**config.mk**
```make
export PLATFORM = sky130hd
export DESIGN_NAME = fpsqrt_pre_norm
export DESIGN_NICKNAME = d
export VERILOG_FILES = /design/src/rtl/fpsqrt_pkg.sv /design/src/rtl/fpsqrt_pre_norm_step.sv /design/src/rtl/fpsqrt_pre_norm.sv
export SDC_FILE = /design/constraint.sdc
export NUM_CORES = 1
export LEC_CHECK = 0
export BUFFER_PORTS_ARGS = -buffer_cell sky130_fd_sc_hd__buf_2
export CAP_MARGIN = 20
export CELL_PAD_IN_SITES_DETAIL_PLACEMENT = 2
export CELL_PAD_IN_SITES_GLOBAL_PLACEMENT = 2
export CORE_MARGIN = 2
export CORE_UTILIZATION = 27
export CTS_BUF_LIST = sky130_fd_sc_hd__clkbuf_4
export CTS_CLUSTER_DIAMETER = 50
export DETAILED_ROUTE_END_ITERATION = 8
export PLACE_DENSITY = 0.83
export REMOVE_ABC_BUFFERS = 1
export SETUP_SLACK_MARGIN = 0.02
export SLEW_MARGIN = 20
export SYNTH_ARGS = -nofsm -noshare
export SYNTH_HDL_FRONTEND = slang
export SYNTH_SLANG_ARGS = --single-unit
```
**constraint.sdc**
```tcl
create_clock -name clk -period 2.45 [get_ports clk]
set_input_delay 0.1225 -clock clk [delete_from_list [all_inputs] [get_ports clk]]
set_output_delay 0.1225 -clock clk [all_outputs]
set_load 0.01 [all_outputs]
```
**src/rtl/fpsqrt_pkg.sv**
```systemverilog
// fpsqrt_pkg: formats, constants and helpers shared by the
// square-root datapath stages.
package fpsqrt_pkg;

    typedef enum logic [1:0] {
        FMT_H = 2'd0,
        FMT_S = 2'd1,
        FMT_D = 2'd2
    } fmt_e;

    typedef enum logic {
        S_IDLE = 1'b0,
        S_NORM = 1'b1
    } state_e;

    localparam int EXP_W_H  = 5;
    localparam int EXP_W_S  = 8;
    localparam int EXP_W_D  = 11;
    localparam int FRAC_W_H = 10;
    localparam int FRAC_W_S = 23;
    localparam int FRAC_W_D = 52;

    localparam logic [10:0] BIAS_H = 11'd15;
    localparam logic [10:0] BIAS_S = 11'd127;
    localparam logic [10:0] BIAS_D = 11'd1023;

    localparam logic [63:0] QNAN_H = 64'h0000_0000_0000_7E00;
    localparam logic [63:0] QNAN_S = 64'h0000_0000_7FC0_0000;
    localparam logic [63:0] QNAN_D = 64'h7FF8_0000_0000_0000;
    localparam logic [63:0] INF_H  = 64'h0000_0000_0000_7C00;
    localparam logic [63:0] INF_S  = 64'h0000_0000_7F80_0000;
    localparam logic [63:0] INF_D  = 64'h7FF0_0000_0000_0000;
    localparam logic [63:0] SIGN_H = 64'h0000_0000_0000_8000;
    localparam logic [63:0] SIGN_S = 64'h0000_0000_8000_0000;
    localparam logic [63:0] SIGN_D = 64'h8000_0000_0000_0000;

    localparam int FF_NV = 4;
    localparam int FF_DZ = 3;
    localparam int FF_OF = 2;
    localparam int FF_UF = 1;
    localparam int FF_NX = 0;

    function automatic logic [10:0] bias_of(input logic [1:0] f);
        case (f)
            FMT_H:   return BIAS_H;
            FMT_S:   return BIAS_S;
            default: return BIAS_D;
        endcase
    endfunction

    function automatic logic [63:0] qnan_of(input logic [1:0] f);
        case (f)
            FMT_H:   return QNAN_H;
            FMT_S:   return QNAN_S;
            default: return QNAN_D;
        endcase
    endfunction

    function automatic logic [63:0] inf_of(input logic [1:0] f);
        case (f)
            FMT_H:   return INF_H;
            FMT_S:   return INF_S;
            default: return INF_D;
        endcase
    endfunction

    function automatic logic [63:0] sign_of(input logic [1:0] f);
        case (f)
            FMT_H:   return SIGN_H;
            FMT_S:   return SIGN_S;
            default: return SIGN_D;
        endcase
    endfunction

endpackage

```
**src/rtl/fpsqrt_pre_norm_step.sv**
```systemverilog
// fpsqrt_pre_norm_step: one normalisation step, a windowed
// leading-zero count plus left shift of the working significand.
module fpsqrt_pre_norm_step #(
    parameter int SHIFT_STEP = 16
) (
    input  logic [52:0] w,
    output logic [52:0] w_next,
    output logic [5:0]  shamt,
    output logic        done
);

    // Smallest set position in the window wins; empty window shifts fully.
    always_comb begin
        shamt = 6'(SHIFT_STEP);
        for (int i = SHIFT_STEP - 1; i >= 0; i--) begin
            if (w[52-i]) shamt = 6'(i);
        end
    end

    assign w_next = w << shamt;
    assign done   = w_next[52];

endmodule

```
**src/rtl/fpsqrt_pre_norm.sv**
```systemverilog
// fpsqrt_pre_norm: unpack, special-case resolve and normalise the
// sqrt operand. FPSQRT_PRE_SUBNORM_EN adds NORM; otherwise subnormals are DAZ.
module fpsqrt_pre_norm #(
    parameter int SHIFT_STEP = 16,
    parameter int EXP_W      = 13
) (
    input  logic        clk,
    input  logic        rst,
    input  logic        start_valid_i,
    output logic        start_ready_o,
    input  logic        flush_i,
    input  logic [1:0]  fmt_i,
    input  logic [63:0] op_i,
    input  logic [2:0]  rm_i,
    output logic        finish_valid_o,
    input  logic        finish_ready_i,
    output logic [52:0] frac_o,
    output logic        is_odd_o,
    output logic [11:0] res_exp_o,
    output logic [1:0]  fmt_o,
    output logic [2:0]  rm_o,
    output logic        special_o,
    output logic [63:0] special_res_o,
    output logic [4:0]  fflags_o
);
    import fpsqrt_pkg::*;

    logic        sgn;
    logic [10:0] e_fld;
    logic [10:0] e_max;
    logic [51:0] man;
    logic        e_zero;
    logic        is_nan;
    logic        is_zero;
    logic        is_inf;
    logic        is_special;
    logic        nv;
    logic [63:0] sres;
    logic        out_free;
    logic        accept;
    logic        load_out;
    logic        in_norm;
    logic [1:0]  f_sel;
    logic [10:0] bias;
    logic        odd_sel;
    logic signed [EXP_W-1:0] e_sel;
    logic signed [EXP_W-1:0] e_sum;
    logic signed [EXP_W-1:0] e_res;
    logic [52:0] d_frac;
    logic [11:0] d_exp;
    logic        d_odd;
    logic        d_special;
    logic [63:0] d_sres;
    logic [4:0]  d_flags;
    logic [1:0]  d_fmt;
    logic [2:0]  d_rm;
    logic        unused_ok;

    if (SHIFT_STEP < 1 || SHIFT_STEP > 53) begin : g_bad_step
        $error("fpsqrt_pre_norm: SHIFT_STEP must be 1..53");
    end

    // Field extraction; fmt 3 decodes as FP64.
    always_comb begin
        sgn   = op_i[63];
        e_fld = op_i[62:52];
        man   = op_i[51:0];
        e_max = 11'((1 << EXP_W_D) - 1);
        case (fmt_i)
            FMT_H: begin
                sgn   = op_i[FRAC_W_H+EXP_W_H];
                e_fld = 11'(op_i[FRAC_W_H +: EXP_W_H]);
                man   = {op_i[FRAC_W_H-1:0], {(FRAC_W_D-FRAC_W_H){1'b0}}};
                e_max = 11'((1 << EXP_W_H) - 1);
            end
            FMT_S: begin
                sgn   = op_i[FRAC_W_S+EXP_W_S];
                e_fld = 11'(op_i[FRAC_W_S +: EXP_W_S]);
                man   = {op_i[FRAC_W_S-1:0], {(FRAC_W_D-FRAC_W_S){1'b0}}};
                e_max = 11'((1 << EXP_W_S) - 1);
            end
            default: ;
        endcase
    end

    assign e_zero = (e_fld == 11'd0);
    assign is_nan = (e_fld == e_max) && (man != 52'd0);
    assign is_inf = (e_fld == e_max) && (man == 52'd0);
`ifdef FPSQRT_PRE_SUBNORM_EN
    assign is_zero = e_zero && (man == 52'd0);
`else
    assign is_zero = e_zero;
`endif
    assign is_special = is_nan || is_zero || sgn || is_inf;

    // Special result in priority order: NaN, zero, negative, inf.
    always_comb begin
        nv   = 1'b0;
        sres = 64'd0;
        if (is_nan) begin
            sres = qnan_of(fmt_i);
            nv   = !man[51];
        end else if (is_zero) begin
            sres = sgn ? sign_of(fmt_i) : 64'd0;
        end else if (sgn) begin
            sres = qnan_of(fmt_i);
            nv   = 1'b1;
        end else if (is_inf) begin
            sres = inf_of(fmt_i);
        end
    end

    assign out_free = !finish_valid_o || finish_ready_i;
    assign accept   = start_valid_i && start_ready_o;

`ifdef FPSQRT_PRE_SUBNORM_EN
    state_e      state_q;
    state_e      state_d;
    logic        load_w;
    logic [52:0] w_q;
    logic [52:0] step_w;
    logic [5:0]  shamt;
    logic        step_done;
    logic [1:0]  fmt_q;
    logic [2:0]  rm_q;
    logic signed [EXP_W-1:0] exp_q;
    logic signed [EXP_W-1:0] exp_nx;

    fpsqrt_pre_norm_step #(
        .SHIFT_STEP(SHIFT_STEP)
    ) u_step (
        .w     (w_q),
        .w_next(step_w),
        .shamt (shamt),
        .done  (step_done)
    );

    assign exp_nx        = exp_q - EXP_W'(shamt);
    assign in_norm       = (state_q == S_NORM);
    assign start_ready_o = !in_norm && out_free;

    // State register.
    always_ff @(posedge clk or posedge rst) begin
        if (rst) state_q <= S_IDLE;
        else     state_q <= state_d;
    end

    // Subnormals detour through NORM; flush overrides everything.
    always_comb begin
        state_d  = state_q;
        load_out = 1'b0;
        load_w   = 1'b0;
        case (state_q)
            S_IDLE: begin
                if (accept) begin
                    if (e_zero && !is_special) begin
                        load_w  = 1'b1;
                        state_d = S_NORM;
                    end else begin
                        load_out = 1'b1;
                    end
                end
            end
            S_NORM: begin
                if (step_done && out_free) begin
                    load_out = 1'b1;
                    state_d  = S_IDLE;
                end
            end
            default: state_d = S_IDLE;
        endcase
        if (flush_i) begin
            state_d  = S_IDLE;
            load_out = 1'b0;
            load_w   = 1'b0;
        end
    end

    // Working significand: seeded on accept, stepped every NORM cycle.
    always_ff @(posedge clk or posedge rst) begin
        if (rst) begin
            w_q   <= '0;
            exp_q <= '0;
            fmt_q <= '0;
            rm_q  <= '0;
        end else if (load_w) begin
            w_q   <= {1'b0, man};
            exp_q <= EXP_W'(1);
            fmt_q <= fmt_i;
            rm_q  <= rm_i;
        end else if (in_norm) begin
            w_q   <= step_w;
            exp_q <= exp_nx;
        end
    end
`else
    assign in_norm       = 1'b0;
    assign start_ready_o = out_free;
    assign load_out      = accept && !flush_i;
`endif

    // Result exponent and parity for the direct or the NORM path.
    always_comb begin
        e_sel = EXP_W'(e_fld);
        f_sel = fmt_i;
`ifdef FPSQRT_PRE_SUBNORM_EN
        if (in_norm) begin
            e_sel = exp_nx;
            f_sel = fmt_q;
        end
`endif
        bias    = bias_of(f_sel);
        e_sum   = e_sel + EXP_W'(bias);
        e_res   = e_sum >>> 1;
        odd_sel = e_sel[0] ^ bias[0];
    end

    assign unused_ok = ^e_res[EXP_W-1:12];

    // Next output payload.
    always_comb begin
        d_frac           = is_special ? 53'd0 : {1'b1, man};
        d_exp            = is_special ? 12'd0 : e_res[11:0];
        d_odd            = !is_special && odd_sel;
        d_special        = is_special;
        d_sres           = sres;
        d_flags          = 5'd0;
        d_flags[FF_NV]   = nv;
        d_fmt            = fmt_i;
        d_rm             = rm_i;
`ifdef FPSQRT_PRE_SUBNORM_EN
        if (in_norm) begin
            d_frac    = step_w;
            d_exp     = e_res[11:0];
            d_odd     = odd_sel;
            d_special = 1'b0;
            d_sres    = 64'd0;
            d_flags   = 5'd0;
            d_fmt     = fmt_q;
            d_rm      = rm_q;
        end
`endif
    end

    // Output register: holds until drained; flush drops it.
    always_ff @(posedge clk or posedge rst) begin
        if (rst) begin
            finish_valid_o <= 1'b0;
            frac_o         <= '0;
            is_odd_o       <= 1'b0;
            res_exp_o      <= '0;
            fmt_o          <= '0;
            rm_o           <= '0;
            special_o      <= 1'b0;
            special_res_o  <= '0;
            fflags_o       <= '0;
        end else if (flush_i) begin
            finish_valid_o <= 1'b0;
        end else if (load_out) begin
            finish_valid_o <= 1'b1;
            frac_o         <= d_frac;
            is_odd_o       <= d_odd;
            res_exp_o      <= d_exp;
            fmt_o          <= d_fmt;
            rm_o           <= d_rm;
            special_o      <= d_special;
            special_res_o  <= d_sres;
            fflags_o       <= d_flags;
        end else if (finish_ready_i) begin
            finish_valid_o <= 1'b0;
        end
    end

endmodule
```
# Word level (Yosys, flattened, before mapping)
# Index checks and enable logic that the tools add are counted.
# word_totals
ff_bits	138
latchBits	0
ramBits	0
romBits	0
inputBits	74
output_inout_bits	143
wordCells	54
n_memories	0
# op_classes
addsub	1
multipliers	0
n_div	0
n_lt_le_gt_ge	0
eq_ne	2
shift	0
n_mux	21
bitwise	2
n_reduce_logical	19
# op_table
op	count
64-bit two-way mux	4
63-bit one-hot mux with 2 select lines	2
64-bit one-hot mux with 2 select lines	1
52-bit one-hot mux with 2 select lines	1
63-bit two-way mux	1
53-bit two-way mux	1
52-bit logical NOT	1
52-bit nonzero test	1
11-bit one-hot mux with 2 select lines	2
10-bit one-hot mux with 2 select lines	1
11-bit by 11-bit adder with 12-bit output	1
11-bit equality test	1
11-bit logical NOT	1
11-bit two-way mux	1
1-bit two-way mux	6
1-bit logical AND	5
1-bit logical NOT	4
1-bit logical OR	4
3-bit nonzero test	1
2-bit by 1-bit equality test with 1-bit output, second input constant	1
2-bit logical NOT	1
1-bit one-hot mux with 2 select lines	1
2-bit AND reduction	1
1-bit NOT	1
1-bit bitwise XOR	1

# Depth between registers and ports, before layout
# logic_depth
depth_word	9
depth_mapped	14
ltp_nobuf	10

# Worst setup path before layout
# No wires, ideal clock.
# synth_path
path_kind	in2reg
startpoint	input fmt_i[1]
endpoint	register frac_o[27]
setup_ns	0.121
arrival_time_ns	2.978
required_time_ns	2.329
path_slack_ns	-0.649
stages	13
n_path_buf	5
path_cell_list	buf_4 -> buf_2 -> buf_1 -> clkbuf_1 -> o21ai_0 -> ha_1 -> or3b_2 -> a221oi_1 -> and4_1 -> nand4b_4 -> nor2_2 -> buf_4 -> a22o_1
# synth_between
elab_chain_len	8
word_cells_on_any_way	16
cone_classes	eq/ne (2); mux (5); reduce/logical (9)
# synth_lines
element	line	source
from (decl)	fpsqrt_pre_norm.sv:12	input logic [1:0] fmt_i,
2-bit by 1-bit equality test with 1-bit output / 2-bit logical NOT (equally long branches)	fpsqrt_pre_norm.sv:69	case (fmt_i)
52-bit one-hot mux with 2 select lines / 11-bit one-hot mux with 2 select lines (equally long branches)	fpsqrt_pre_norm.sv:69	
52-bit nonzero test / 11-bit equality test (equally long branches)	fpsqrt_pre_norm.sv:87, fpsqrt_pre_norm.sv:88	
1-bit logical AND	fpsqrt_pre_norm.sv:87	assign is_nan = (e_fld == e_max) && (man != 52'd0);
1-bit logical OR (3 in series)	fpsqrt_pre_norm.sv:94	assign is_special = is_nan || is_zero || sgn || is_inf;
53-bit two-way mux (*)	fpsqrt_pre_norm.sv:222	d_frac = is_special ? 53'd0 : {1'b1, man};
to (signal assigned)	fpsqrt_pre_norm.sv:261	frac_o <= d_frac;
to (decl)	fpsqrt_pre_norm.sv:17	output logic [52:0] frac_o,
# Every way passes the cells marked *; elsewhere a longest branch is shown, timed or not.
# A chain may end at the register's enable or synchronous reset.

# Worst setup path in the final report
# layout_path
startpoint	input op_i[27]
endpoint	register res_exp_o[9]
# layout_between
elab_chain_len	7
word_cells_on_any_way	13
cone_classes	add/sub (1); eq/ne (1); mux (3); reduce/logical (8)
# layout_lines
element	line	source
from (decl)	fpsqrt_pre_norm.sv:13	input logic [63:0] op_i,
branches (longest 6 deep; another with 11-bit by 11-bit adder with 12-bit output)	n/a	
11-bit two-way mux (*)	fpsqrt_pre_norm.sv:223	d_exp = is_special ? 12'd0 : e_res[11:0];
to (signal assigned)	fpsqrt_pre_norm.sv:263	res_exp_o <= d_exp;
to (decl)	fpsqrt_pre_norm.sv:19	output logic [11:0] res_exp_o,
# Every way passes the cells marked *.

==> qor.txt <==
Vias in the first global route: 5119
Fin crit period: 2320 ps
Vias: 4508
Fillers: 1899
Initial antenna violation count: 4
Final Net Count: 780
Synth Flop Type: dfrtp_1
Yosys reg bits: 82
Met2 WL: 10100 um
R2r endpoint: frac_o[19]$_DFFE_PP0P_
Sequential cell area fraction in the yosys report: 44.9%
WHS: 34.5 ps
Initial Util: 27.6%
Final setup viols: 0
Fin worst setup slack: 129 ps
Drt wl/cell: 20.8 um
Post-Syn Instances: 466
Worst Hold Depth: 3
I/O Buffers: 177
I/O pins: 217
Clock Skew: 26.8 ps
Worst-margin pin slew: 507 ps
Worst R2R Start: finish_valid_o$_DFFE_PP0P_
Fin crit share: 94.7%
Reg clk slew, reported paths: 160 ps
Largest fanout on the critical path: 3
Startpoint Class: input pin
P per Cell Area: 569 nW/um2
First-pass DRT Iterations: 4
Total congestion overflow: 0
Min-delay worst type: input pin to flop
Min-Delay Endpoint: frac_o[44]$_DFFE_PP0P_
Clock root buffer: clkbuf_4
WL met1: 7680 um
Async set or reset register ratio after synthesis: 100%
Routed wire length: 19300 um
Die Wd: 134 um
Worst vdd ir: 0.263 mV
Worst slack, placed: -256 ps
Seq. cell area: 2050 um2
Fmax: 431 MHz
Worst path slowest cell: dlygate4sd3_1
Hold Violations, Final: 0
Die ar.: 18000 um2
CP arrival: 2710 ps
Tot GR Track Use: 21.9%
Top cell by count, worst path: buf_4
Routed Antenna Nets: 0
Overall power: 3.63 mW
Crit-path max cell delay: 530 ps
Die Height: 134 um
Avg Inst Size Synth: 9.81 um2
Synth-to-Final Area Change: 39.4%
CTS sink cnt: 82
Clock Path Buffers: 2
Status: finished, final reports clean
Post-DP HPWL: 14000 um
First-pass GRT wire length: 30000 um
Worst-case reg-to-reg path depth: 7
Avg Vias per Cell: 4.86
Area of the multi-input gates: 2070 um2
Worst-Skew Late Latency: 500 ps
Starting DRT DRC Count: 199
H-tree levels: 3
Synthesized cell area: 4570 um2
Rows: 47
Critical Path RT: 2830 ps
Distinct cell type count after synthesis: 59
Max-slew violations: 0
HP Start: op_i[44]
Max_cap viols: 0
Reg2Reg Setup Slack: 520 ps
Number of buffers created by CTS: 9
Core Area: 16600 um2
Pin count of the biggest net entering global routing: 49
Metal3 WL: 978 um
Pleak: 3.33 nW
CTS tree: built
Worst-path cell chain: dlygate4sd3_1 -> buf_2 -> mux2i_1 -> o21ai_1 -> ha_1 -> and3_4 -> a221oi_2 -> buf_4 -> buf_4 -> nand4_1 -> o41ai_2 -> xnor2_1 -> a22o_1
Residual DRC: 0
Rel. slew slack: 66.2%
Crit path capture type: flop
Number of synthesized flops with an enable pin: 0
Layout cell share with drive strength beyond 1: 37.0%
RePlAce Congestion: 0.882
Top routing layer in use: met5
Setup CP Type: input pin to flop
Synth Warn #: 0
[state kept, by name (all words and copies together) (netlist names)]
name,count
is_odd_o,1
rm_o,3
fflags_o,1
fmt_o,2
res_exp_o,11
finish_valid_o,1
frac_o,53
special_res_o,9
special_o,1
[cell usage in the layout, fill, tap and decap left out, drive strengths merged, types with 6 or more instances in the layout]
cell and instances:
a21oi 12, a22o 32, a22oi 12, buf 221, clkbuf 9, conb 39
dfrtp 82, dlygate4sd3 51, ha 6, inv 10, mux2 11, mux2i 13
nand2 71, nor2 13, nor4 11, o21ai 43
[kinds of logic (layout without fill, tap and decap cells)]
group	after synthesis	after routing	synth area share (%)
adder cells (fa/ha/maj)	6	6	1.64
buffers and inverters	96	297	13.4
flip-flops	82	82	44.9
multiplexers	24	24	5.64
other	1	42	0.0820
AND/OR/NAND/NOR	126	126	13.6
XOR/XNOR	8	8	1.53
AO/OA/AOI/OAI	123	123	19.2
[metrics by stage]
step | std cells | area, um2 | TNS, ps | util, %
after global routing | 928 | 6370 | -6.54 | 38.4
after detailed placement | 857 | 5660 | -10560 | 34.1
after CTS | 924 | 6330 | 0 | 38.2
after floorplan | 417 | 4130 | -30230 | -
final | 928 | 6370 | 0 | 38.4
after global placement | 857 | 5660 | -2330 | 34.1
[cells in the mapped netlist, drive strengths merged, types with 3 or more instances]
master	number	area (um2)
and3	4	25.0
dfrtp	82	2050
mux2i	13	130
a21oi	12	60.1
xnor2	5	43.8
a22oi	12	90.1
nor2	13	51.3
inv	9	33.8
o31ai	4	43.8
ha	6	75.1
mux2	11	128
a21o	3	22.5
nand4	5	31.3
nor4	11	68.8
nand2	71	267
o21ai	43	215
nand3	4	25.0
clkbuf	16	60.1
a22o	32	280
o211ai	4	35.0
buf	71	519
xor2	3	26.3
[layout make-up]
type | instances | share of cell area, %
Antenna cell | 3 | 0.118
Clock buffer | 9 | 1.06
Clock inverter | 7 | 1.57
Inverter | 9 | 0.550
Multi-Input combinational cell | 326 | 32.5
Sequential cell | 82 | 32.2
Tap cell | 220 | 4.32
Timing Repair Buffer | 272 | 27.7
[routing by layer]
layer	global-route usage, %	up-vias
met5	0	-
met4	9.36	2
met3	3.78	37
met2	38.6	161
met1	26.2	2272
li1	-	2036
[worst max-delay path by stage]
stage	startpoint	endpoint	slack [ps]	depth (start not counted)
after global routing	op_i[27]	res_exp_o[9]$_DFFE_PP0P_	-7	13
final	op_i[27]	res_exp_o[9]$_DFFE_PP0P_	130	13
after floorplan	finish_valid_o$_DFFE_PP0P_	fflags_o[4]$_DFFE_PP0P_	-820	6
after global placement	fmt_i[0]	frac_o[4]$_DFFE_PP0P_	-80	10
after CTS	op_i[27]	res_exp_o[9]$_DFFE_PP0P_	40	11
after detailed placement	fmt_i[1]	frac_o[17]$_DFFE_PP0P_	-260	11
[power by group]
group | switching (mW) | internal (mW) | total [mW]
clock network | 0.557 | 0.419 | 0.976
registers | 0.102 | 1.50 | 1.60
logic | 0.593 | 0.456 | 1.05
total | 1.25 | 2.38 | 3.63
[critical path: cells and delay by family]
family,cells,cell delay (ps)
adders and majority gates,1,330
muxes,1,130
xor gates and xnor gates,1,130
AOI/OAI and AO/OA,4,720
buffers and inverters,4,950
and+or+nand+nor,2,330
[repair_timing]
| item | CTS | global route |
|---|---|---|
| hold buffers | 51 | 0 |
| endpoints found under the hold margin | 76 | 0 |
| buffers inserted | 0 | 1 |
| endpoints found under the setup margin | 0 | 2 |
| resized for setup | 0 | 5 |
(Power assumes the default switching activity.)
